===== src/rtl/serial_add_sub_if.sv =====
// Start/busy/done handshake and operand/result bus for the bit-serial
// adder/subtractor. The controller drives the master side; the block is the slave.
interface serial_add_sub_if #(
  parameter int WIDTH = 8
) ();
  logic             start;
  logic             mode;
  logic [WIDTH-1:0] a;
  logic [WIDTH-1:0] b;
  logic             busy;
  logic             done;
  logic [WIDTH-1:0] result;
  logic             carry_bout;

  modport master (
    output start, mode, a, b,
    input  busy, done, result, carry_bout
  );

  modport slave (
    input  start, mode, a, b,
    output busy, done, result, carry_bout
  );
endinterface


===== src/rtl/serial_add_sub.sv =====
// Bit-serial adder/subtractor: one full-adder/full-subtractor step per clock,
// LSB first, carry/borrow rippled through a single flop. The result is
// published only when the final bit is processed, so partial sums never show.
module serial_add_sub #(
  parameter int WIDTH = 8
) (
  input logic             clk,
  input logic             rst,
  serial_add_sub_if.slave bus
);

  localparam int CW = (WIDTH > 1) ? $clog2(WIDTH) : 1;

  typedef enum logic [1:0] {
    IDLE,
    RUN,
    DONE
  } state_t;

  state_t           state;
  state_t           state_next;
  logic             load;
  logic             step;
  logic             finish;

  logic [WIDTH-1:0] sa;
  logic [WIDTH-1:0] sb;
  logic [WIDTH-1:0] work;
  logic [WIDTH-1:0] work_next;
  logic [CW-1:0]    cnt;
  logic             mode_q;
  logic             c;
  logic             c_next;
  logic             s;
  logic [WIDTH-1:0] result_q;
  logic             carry_q;

  // State register
  always_ff @(posedge clk or posedge rst) begin
    if (rst) state <= IDLE;
    else     state <= state_next;
  end

  // Next-state and datapath control; DONE accepts a new start just like IDLE
  always_comb begin
    state_next = state;
    load       = 1'b0;
    step       = 1'b0;
    finish     = 1'b0;
    case (state)
      IDLE: begin
        if (bus.start) begin
          load       = 1'b1;
          state_next = RUN;
        end
      end
      RUN: begin
        step = 1'b1;
        if (cnt == CW'(WIDTH - 1)) begin
          finish     = 1'b1;
          state_next = DONE;
        end
      end
      DONE: begin
        if (bus.start) begin
          load       = 1'b1;
          state_next = RUN;
        end else begin
          state_next = IDLE;
        end
      end
      default: state_next = IDLE;
    endcase
  end

  // One bit-cell: sum/difference bit and next carry/borrow from the operand LSBs.
  // Work register shifts right with the new bit entering at the MSB; written as
  // shift-then-overwrite so WIDTH=1 needs no empty slice.
  always_comb begin
    s = sa[0] ^ sb[0] ^ c;
    if (mode_q) c_next = (~sa[0] & sb[0]) | (~(sa[0] ^ sb[0]) & c);
    else        c_next = (sa[0] & sb[0]) | (sa[0] & c) | (sb[0] & c);
    work_next           = work >> 1;
    work_next[WIDTH-1]  = s;
  end

  // Operand capture, serial shifting, and result publication on the final bit
  always_ff @(posedge clk or posedge rst) begin
    if (rst) begin
      sa       <= '0;
      sb       <= '0;
      work     <= '0;
      cnt      <= '0;
      mode_q   <= 1'b0;
      c        <= 1'b0;
      result_q <= '0;
      carry_q  <= 1'b0;
    end else if (load) begin
      sa     <= bus.a;
      sb     <= bus.b;
      mode_q <= bus.mode;
      work   <= '0;
      cnt    <= '0;
      c      <= 1'b0;
    end else if (step) begin
      sa   <= sa >> 1;
      sb   <= sb >> 1;
      work <= work_next;
      c    <= c_next;
      cnt  <= cnt + CW'(1);
      if (finish) begin
        result_q <= work_next;
        carry_q  <= c_next;
      end
    end
  end

  assign bus.busy       = (state == RUN);
  assign bus.done       = (state == DONE);
  assign bus.result     = result_q;
  assign bus.carry_bout = carry_q;

endmodule


===== src/flat_wrapper.sv =====
// flat-port wrapper written by rule: the top's interface ports become plain ports
module serial_add_sub_flat 
#(
  parameter int WIDTH = 8
)
  (clk, rst, bus_start, bus_mode, bus_a, bus_b, bus_busy, bus_done, bus_result, bus_carry_bout);
  serial_add_sub_if #(.WIDTH(WIDTH)) bus_i ();
  input logic clk;
  input logic rst;
  input wire logic [$bits(bus_i.start)-1:0] bus_start;
  input wire logic [$bits(bus_i.mode)-1:0] bus_mode;
  input wire logic [$bits(bus_i.a)-1:0] bus_a;
  input wire logic [$bits(bus_i.b)-1:0] bus_b;
  output wire logic [$bits(bus_i.busy)-1:0] bus_busy;
  output wire logic [$bits(bus_i.done)-1:0] bus_done;
  output wire logic [$bits(bus_i.result)-1:0] bus_result;
  output wire logic [$bits(bus_i.carry_bout)-1:0] bus_carry_bout;
  assign bus_i.start = bus_start;
  assign bus_i.mode = bus_mode;
  assign bus_i.a = bus_a;
  assign bus_i.b = bus_b;
  assign bus_busy = bus_i.busy;
  assign bus_done = bus_i.done;
  assign bus_result = bus_i.result;
  assign bus_carry_bout = bus_i.carry_bout;
  serial_add_sub #(.WIDTH(WIDTH)) u_core (.clk(clk), .rst(rst), .bus(bus_i));
endmodule

===== config.mk =====
export PLATFORM = sky130hd
export DESIGN_NAME = serial_add_sub_flat
export DESIGN_NICKNAME = d
export VERILOG_FILES = /design/src/rtl/serial_add_sub_if.sv /design/src/rtl/serial_add_sub.sv /design/src/flat_wrapper.sv
export SDC_FILE = /design/constraint.sdc
export NUM_CORES = 1
export LEC_CHECK = 0
export ABC_AREA = 1
export CAP_MARGIN = 20
export CORE_MARGIN = 3
export CORE_UTILIZATION = 42
export DETAILED_ROUTE_END_ITERATION = 6
export GPL_TIMING_DRIVEN = 0
export PLACE_DENSITY = 0.66
export SKIP_LAST_GASP = 1
export SYNTH_ARGS = -nofsm -noshare
export SYNTH_HDL_FRONTEND = slang
export SYNTH_SLANG_ARGS = --single-unit
export TNS_END_PERCENT = 100

===== constraint.sdc =====
create_clock -name clk -period 1.7 [get_ports clk]
set_input_delay 0.34 -clock clk [delete_from_list [all_inputs] [get_ports clk]]
set_output_delay 0.34 -clock clk [all_outputs]
set_load 0.01 [all_outputs]

==> results.cfg, run 1 <==
[placed_design]
place_hpwl_um = 2630
port_buffers = 30
dp_slack_ps = -90.2
gp_congestion = 0.737

[power_and_ir_drop]
total_power_mw = 4.12
net-switching-power_mw = 1.59
power_frac_clock_pct = 13.7
p_leak_nw = 1.25
swShare_pct = 38.6
vdd_drop_max_mv = 0.943
pwr_density_cell_mw_per_mm2 = 1750
combPwrFrac_pct = 47.0
p_int_mw = 2.53
p_seq_share_pct = 39.3

[clocking]
htreeDepth = 2
cts_tree = yes
ctsHoldBuffers = 0
cts_made_buffers = 5
clock_path_buffers = 2
cts_root_buffer = clkbuf_8
clkLatencyLatePin_ps = 290
cts.reportedPaths.clkPinSlew_ps = 60
clkSinkCount = 39

[floorplan]
die_height_um = 73.1
initial_core_util_pct = 45.3
row_count = 23
die_width_um = 73.1
core-area_mm2 = 0.00417
dieArea_mm2 = 0.00535
ios = 31

[worst_hold_path]
min_path_type = reg2reg

[logic_synthesis]
yosysWarnings = 0
ys_seq_area_share_pct = 51.6
synth_top_area_cell = dfrtp_1
syn_area_per_cell_um2 = 8.37
synth_top_area_share_pct = 51.6
yosys-top-cells-area = dfrtp_1, nand2_1, nand3_1
yosys_register_bits = 39
synth_nets = 250
synth_cells = 226
synthFlopType = dfrtp_1
netlist_area_mm2 = 0.00189
yosys-top-cells-count = nand2_1, nand3_1, dfrtp_1, inv_1, buf_2
synth_edf_count = 0
async_flop_share_pct = 100
yosysMostFrequentCell = nand2_1
ys_types = 17

[route]
drt-met1-wl_um = 1860
routed-wl-met2_um = 1780
drt-pass1-iter-count = 5
wl_met3_um = 163
drtIter0Drc = 85
drc = 0
wl_per_cell_um = 12.3
ant_nets = 0
vias_per_cell = 4.77
routed_wl_um = 3860
via_count = 1502
routed.top_layer = met4

[critical_path]
worstPathArrival_ps = 1300
cp-end-kind = output pin
cp_slowest_cell = dfrtp_1
rrSetupSlack_ps = 380
critPathLaunchType = flip-flop
path_cells = buf_6, buf_4, nor2_1, clkdlybuf4s15_2
cp_data_required_time_ps = 1360
crit_type = reg2out
critPathMaxStageDelay_ps = 390
crit_fanout = 10

[final_layout]
drive_gt1_share_pct = 11.3
diodes = 0
n_fill_cell = 386
syn2layout_area_growth_pct = 24.9
fin_nets = 290

[timing]
fin_ws_ps = 57.1
finClkSkew_ps = 5.24
setup_violations = 0
grt_setup_unrepaired = no
period_needed_ps = 1640
fmax_ghz = 0.609
fin_crit_sh_pct = 96.6
hold_viol_final = 0
maxSlewHeadroom_pct = 46.9
worst_pin_slew_ps = 796
maxSlewViolCount = 0
timing.hold.ws_ps = 471

[global_route]
track_usage_pct = 16.3
grt_pass1_wl_um = 6550
antenna_found_initial = 0
grt_max_degree = 40
grt_overflow = 0
grt_pass1_vias = 1425

[flow_run]
maxCapViolCount = 0

[run_status]
status = finished clean
==> worst max-delay path, delay by kind of cell, from the launching register on <==
family	cells	cell delay (ps)
buffers and inverters	3	540
DFF	1	390
and+or+nand+nor	1	100
==> stage by stage <==
step / cell area, um2 / util (%) / setup TNS [ps] / instances
detailed placement: 2250 / 54.0 / -90.2 / 306
global route: 2360 / 56.6 / 0 / 315
finish: 2360 / 56.6 / 0 / 315
floorplan: 1890 / - / 0 / 226
global placement: 2250 / 54.0 / -15410 / 306
CTS: 2350 / 56.2 / 0 / 313
==> layout make-up <==
type	instances	area, um2	area share, %
repair buffers	34	333	14.1
multi-input cells	152	727	30.8
inverters	23	93.8	3.97
well taps	50	62.6	2.65
clock buffers	6	72.6	3.07
plain buffers	11	98.8	4.18
flip-flops and latches	39	976	41.3
==> power by group through the flow <==
stage	Combinational (mW)	Sequential (mW)	Clock, mW
after floorplan	1.25	1.63	0
after global placement	1.83	1.62	0
after detailed placement	1.87	1.63	0
after CTS	1.93	1.62	0.592
after global routing	2.20	1.68	0.623
final	1.94	1.62	0.566
==> layer usage <==
metal / GRT usage, % / vias to the layer above
met1: 21.0 / 691
met2: 25.4 / 21
li1: - / 784
met3: 5.23 / 6
met4: 6.35 / 0
met5: 0 / -
==> cells in the final DEF, fill, tap and decap left out, types with 4 or more instances in the layout <==
| cell | netlist | routed |
|---|---|---|
| nand3_1 | 55 | 55 |
| clkdlybuf4s50_1 | 0 | 28 |
| dfrtp_1 | 39 | 39 |
| buf_2 | 7 | 4 |
| nand2_1 | 84 | 84 |
| clkbuf_8 | 0 | 5 |
| buf_6 | 4 | 5 |
| buf_4 | 0 | 5 |
| inv_1 | 21 | 20 |
==> cell families after synthesis <==
| family | synth area share, % |
|---|---|
| buffers and inverters | 9.99 |
| AO/OA/AOI/OAI | 0.529 |
| AND/OR/NAND/NOR | 34.5 |
| flip-flops | 51.6 |
| adder cells (fa/ha/maj) | 3.44 |
==> sequential cells by signal, indices dropped and copies added (netlist names) <==
signal                 cells
u_core.bus.result          8
u_core.sa                  8
u_core.sb                  8
u_core.work                7
u_core.cnt                 3
u_core.state               2
u_core.bus.carry_bout      1
u_core.c                   1
u_core.mode_q              1
==> worst paths after layout <==
| path | to | start | cells past startpoint |
|---|---|---|---|
| setup / recovery | bus_done | u_core.state[0] | 4 |
| hold / removal | u_core.bus.carry_bout | u_core.bus.carry_bout | 2 |
| setup reg to reg | u_core.bus.carry_bout | u_core.sb[0] | 7 |
| hold reg to reg | u_core.bus.carry_bout | u_core.bus.carry_bout | 2 |
| max in group asynchronous | u_core.sa[5] | rst | 2 |
| min in group asynchronous | u_core.bus.result[2] | rst | 2 |
==> timing repair <==
item / in CTS / in global routing
setup endpoints to repair: 2 / 2
buffers inserted: 2 / 2
gates resized for setup: 8 / 2
Note: power is estimated with default switching activity, not from simulation.
==> inputs of run 2 (changes only) <==
Settings changed: CAP_MARGIN 20 to default, CTS_CLUSTER_DIAMETER from default to 30.
==> results of run 2 <==
The final DEF is identical to that of run 1; final timing and power are the same.
==> inputs of run 3 (changes only) <==
Settings changed: CTS_BUF_LIST from default to sky130_fd_sc_hd__clkbuf_16.
==> results.cfg, run 3 (synthesized netlist as in run 1, its figures left out) <==
[global_route]
grt_overflow = 0
grt_pass1_vias = 1445
track_usage_pct = 16.6
antenna_found_initial = 0
grt_max_degree = 40
grt_pass1_wl_um = 6670

[clocking]
cts.reportedPaths.clkPinSlew_ps = 50
clock_path_buffers = 2
htreeDepth = 2
clkSinkCount = 39
cts_root_buffer = clkbuf_16
cts_tree = yes
clkLatencyLatePin_ps = 280
cts_made_buffers = 5

[route]
drt-pass1-iter-count = 4
vias_per_cell = 4.87
routed_wl_um = 3950
drc = 0
ant_nets = 0
drtIter0Drc = 103
via_count = 1535
wl_per_cell_um = 12.5

[timing]
maxSlewHeadroom_pct = 47.1
fmax_ghz = 0.609
maxSlewViolCount = 0
fin_crit_sh_pct = 96.7
setup_violations = 0
hold_viol_final = 0
grt_setup_unrepaired = no
period_needed_ps = 1640
worst_pin_slew_ps = 792
finClkSkew_ps = 2.73
timing.hold.ws_ps = 467

[placed_design]
dp.cells = 306
place_hpwl_um = 2630
port_buffers = 30
gp_congestion = 0.737
placed_cell_area_mm2 = 0.00225

[final_layout]
drive_gt1_share_pct = 11.3
final_cell_count_no_fill = 315
n_fill_cell = 376
diodes = 0
final_cell_mix = nand2_1, nand3_1, dfrtp_1
fin_area_mm2 = 0.00242
postLayoutCoreUtil_pct = 58.0
syn2layout_area_growth_pct = 27.9
fin_nets = 290
mostFrequentLayoutCell = nand2_1

[floorplan]
die_width_um = 73.1
core-area_mm2 = 0.00417
ios = 31
dieArea_mm2 = 0.00535
initial_core_util_pct = 45.3
die_height_um = 73.1
row_count = 23

[worst_hold_path]
min_path_type = reg2reg
worstHoldStart = u_core.bus.carry_bout
min_to = u_core.bus.carry_bout
hold_path_depth = 2

[critical_path]
worstPathArrival_ps = 1300
critPathMaxStageDelay_ps = 350
path_common_cell = buf_6
path_cells = buf_6, inv_8, nor2_4, buf_6, clkdlybuf4s15_2
r2r-end = u_core.bus.carry_bout
cp_slowest_cell = dfrtp_1
rrSetupSlack_ps = 380
cp-end-kind = output pin
r2r_start = u_core.sb[0]
crit_type = reg2out
crit_fanout = 8
cp_data_required_time_ps = 1360
rr_worst_depth = 7
critPathLaunchType = flip-flop

[power_and_ir_drop]
swShare_pct = 37.1
combPwrFrac_pct = 44.3
power_frac_clock_pct = 19.1
p_int_mw = 2.78
total_power_mw = 4.42
vdd_drop_max_mv = 1.07
p_seq_share_pct = 36.6
net-switching-power_mw = 1.64
p_leak_nw = 1.28
pwr_density_cell_mw_per_mm2 = 1830

[flow_run]
maxCapViolCount = 0

[run_status]
status = finished clean
-- run 3: layer usage --
| layer | GRT usage [%] | wire length (um) | share of wire, % | vias up |
|---|---|---|---|---|
| li1 | - | - | - | 787 |
| met1 | 21.9 | 1860 | 47 | 717 |
| met2 | 25.5 | 1860 | 47 | 26 |
| met3 | 5.23 | 171 | 4.3 | 5 |
| met4 | 6.35 | 58 | 1.5 | 0 |
| met5 | 0 | 0 | 0 | - |
-- run 3: layout make-up --
class	count	area [um2]	area share (%)
plain buffers	11	98.8	4.08
clock buffers	5	125	5.17
flip-flops and latches	39	976	40.3
inverters	23	93.8	3.88
clock inverters	1	3.75	0.155
multi-input cells	152	727	30.0
repair buffers	34	333	13.8
well taps	50	62.6	2.59
-- run 3: power groups by stage --
stage	Combinational [mW]	Sequential [mW]	Clock, mW
detailed placement	1.87	1.63	0
global route	2.21	1.68	0.912
finish	1.96	1.62	0.845
global placement	1.83	1.62	0
CTS	1.90	1.62	0.863
floorplan	1.25	1.63	0
-- run 3: worst max path at each step --
stage	start	end	slack (ps)
floorplan	rst	u_core.bus.carry_bout	470
global placement	rst	u_core.sa[5]	-390
detailed placement	u_core.state[0]	bus_busy	-90
CTS	u_core.state[0]	bus_busy	7
global route	u_core.state[0]	bus_busy	4
finish	u_core.state[0]	bus_busy	60
-- run 3: critical path, delay by kind of cell, from the launching register on --
kind	cells	cell delay, ps
AND/OR/NAND/NOR	1	120
buffers and inverters	4	550
flip-flops	1	350
-- run 3: per-stage QoR --
stage	setup TNS, ps	worst slack (ps)
2_1_floorplan	0	471
3_3_place_gp	-15410	-394
3_5_place_dp	-90.2	-90.2
4_1_cts	0	7.02
5_1_grt	0	4.28
6_report	0	56.9
-- run 3: what timing repair did --
item,CTS,global route
setup buffers,0,4
resized for setup,8,2
hold endpoints to repair,0,0
hold buffers,0,0
pin swaps,0,0
endpoints found under the setup margin,2,2
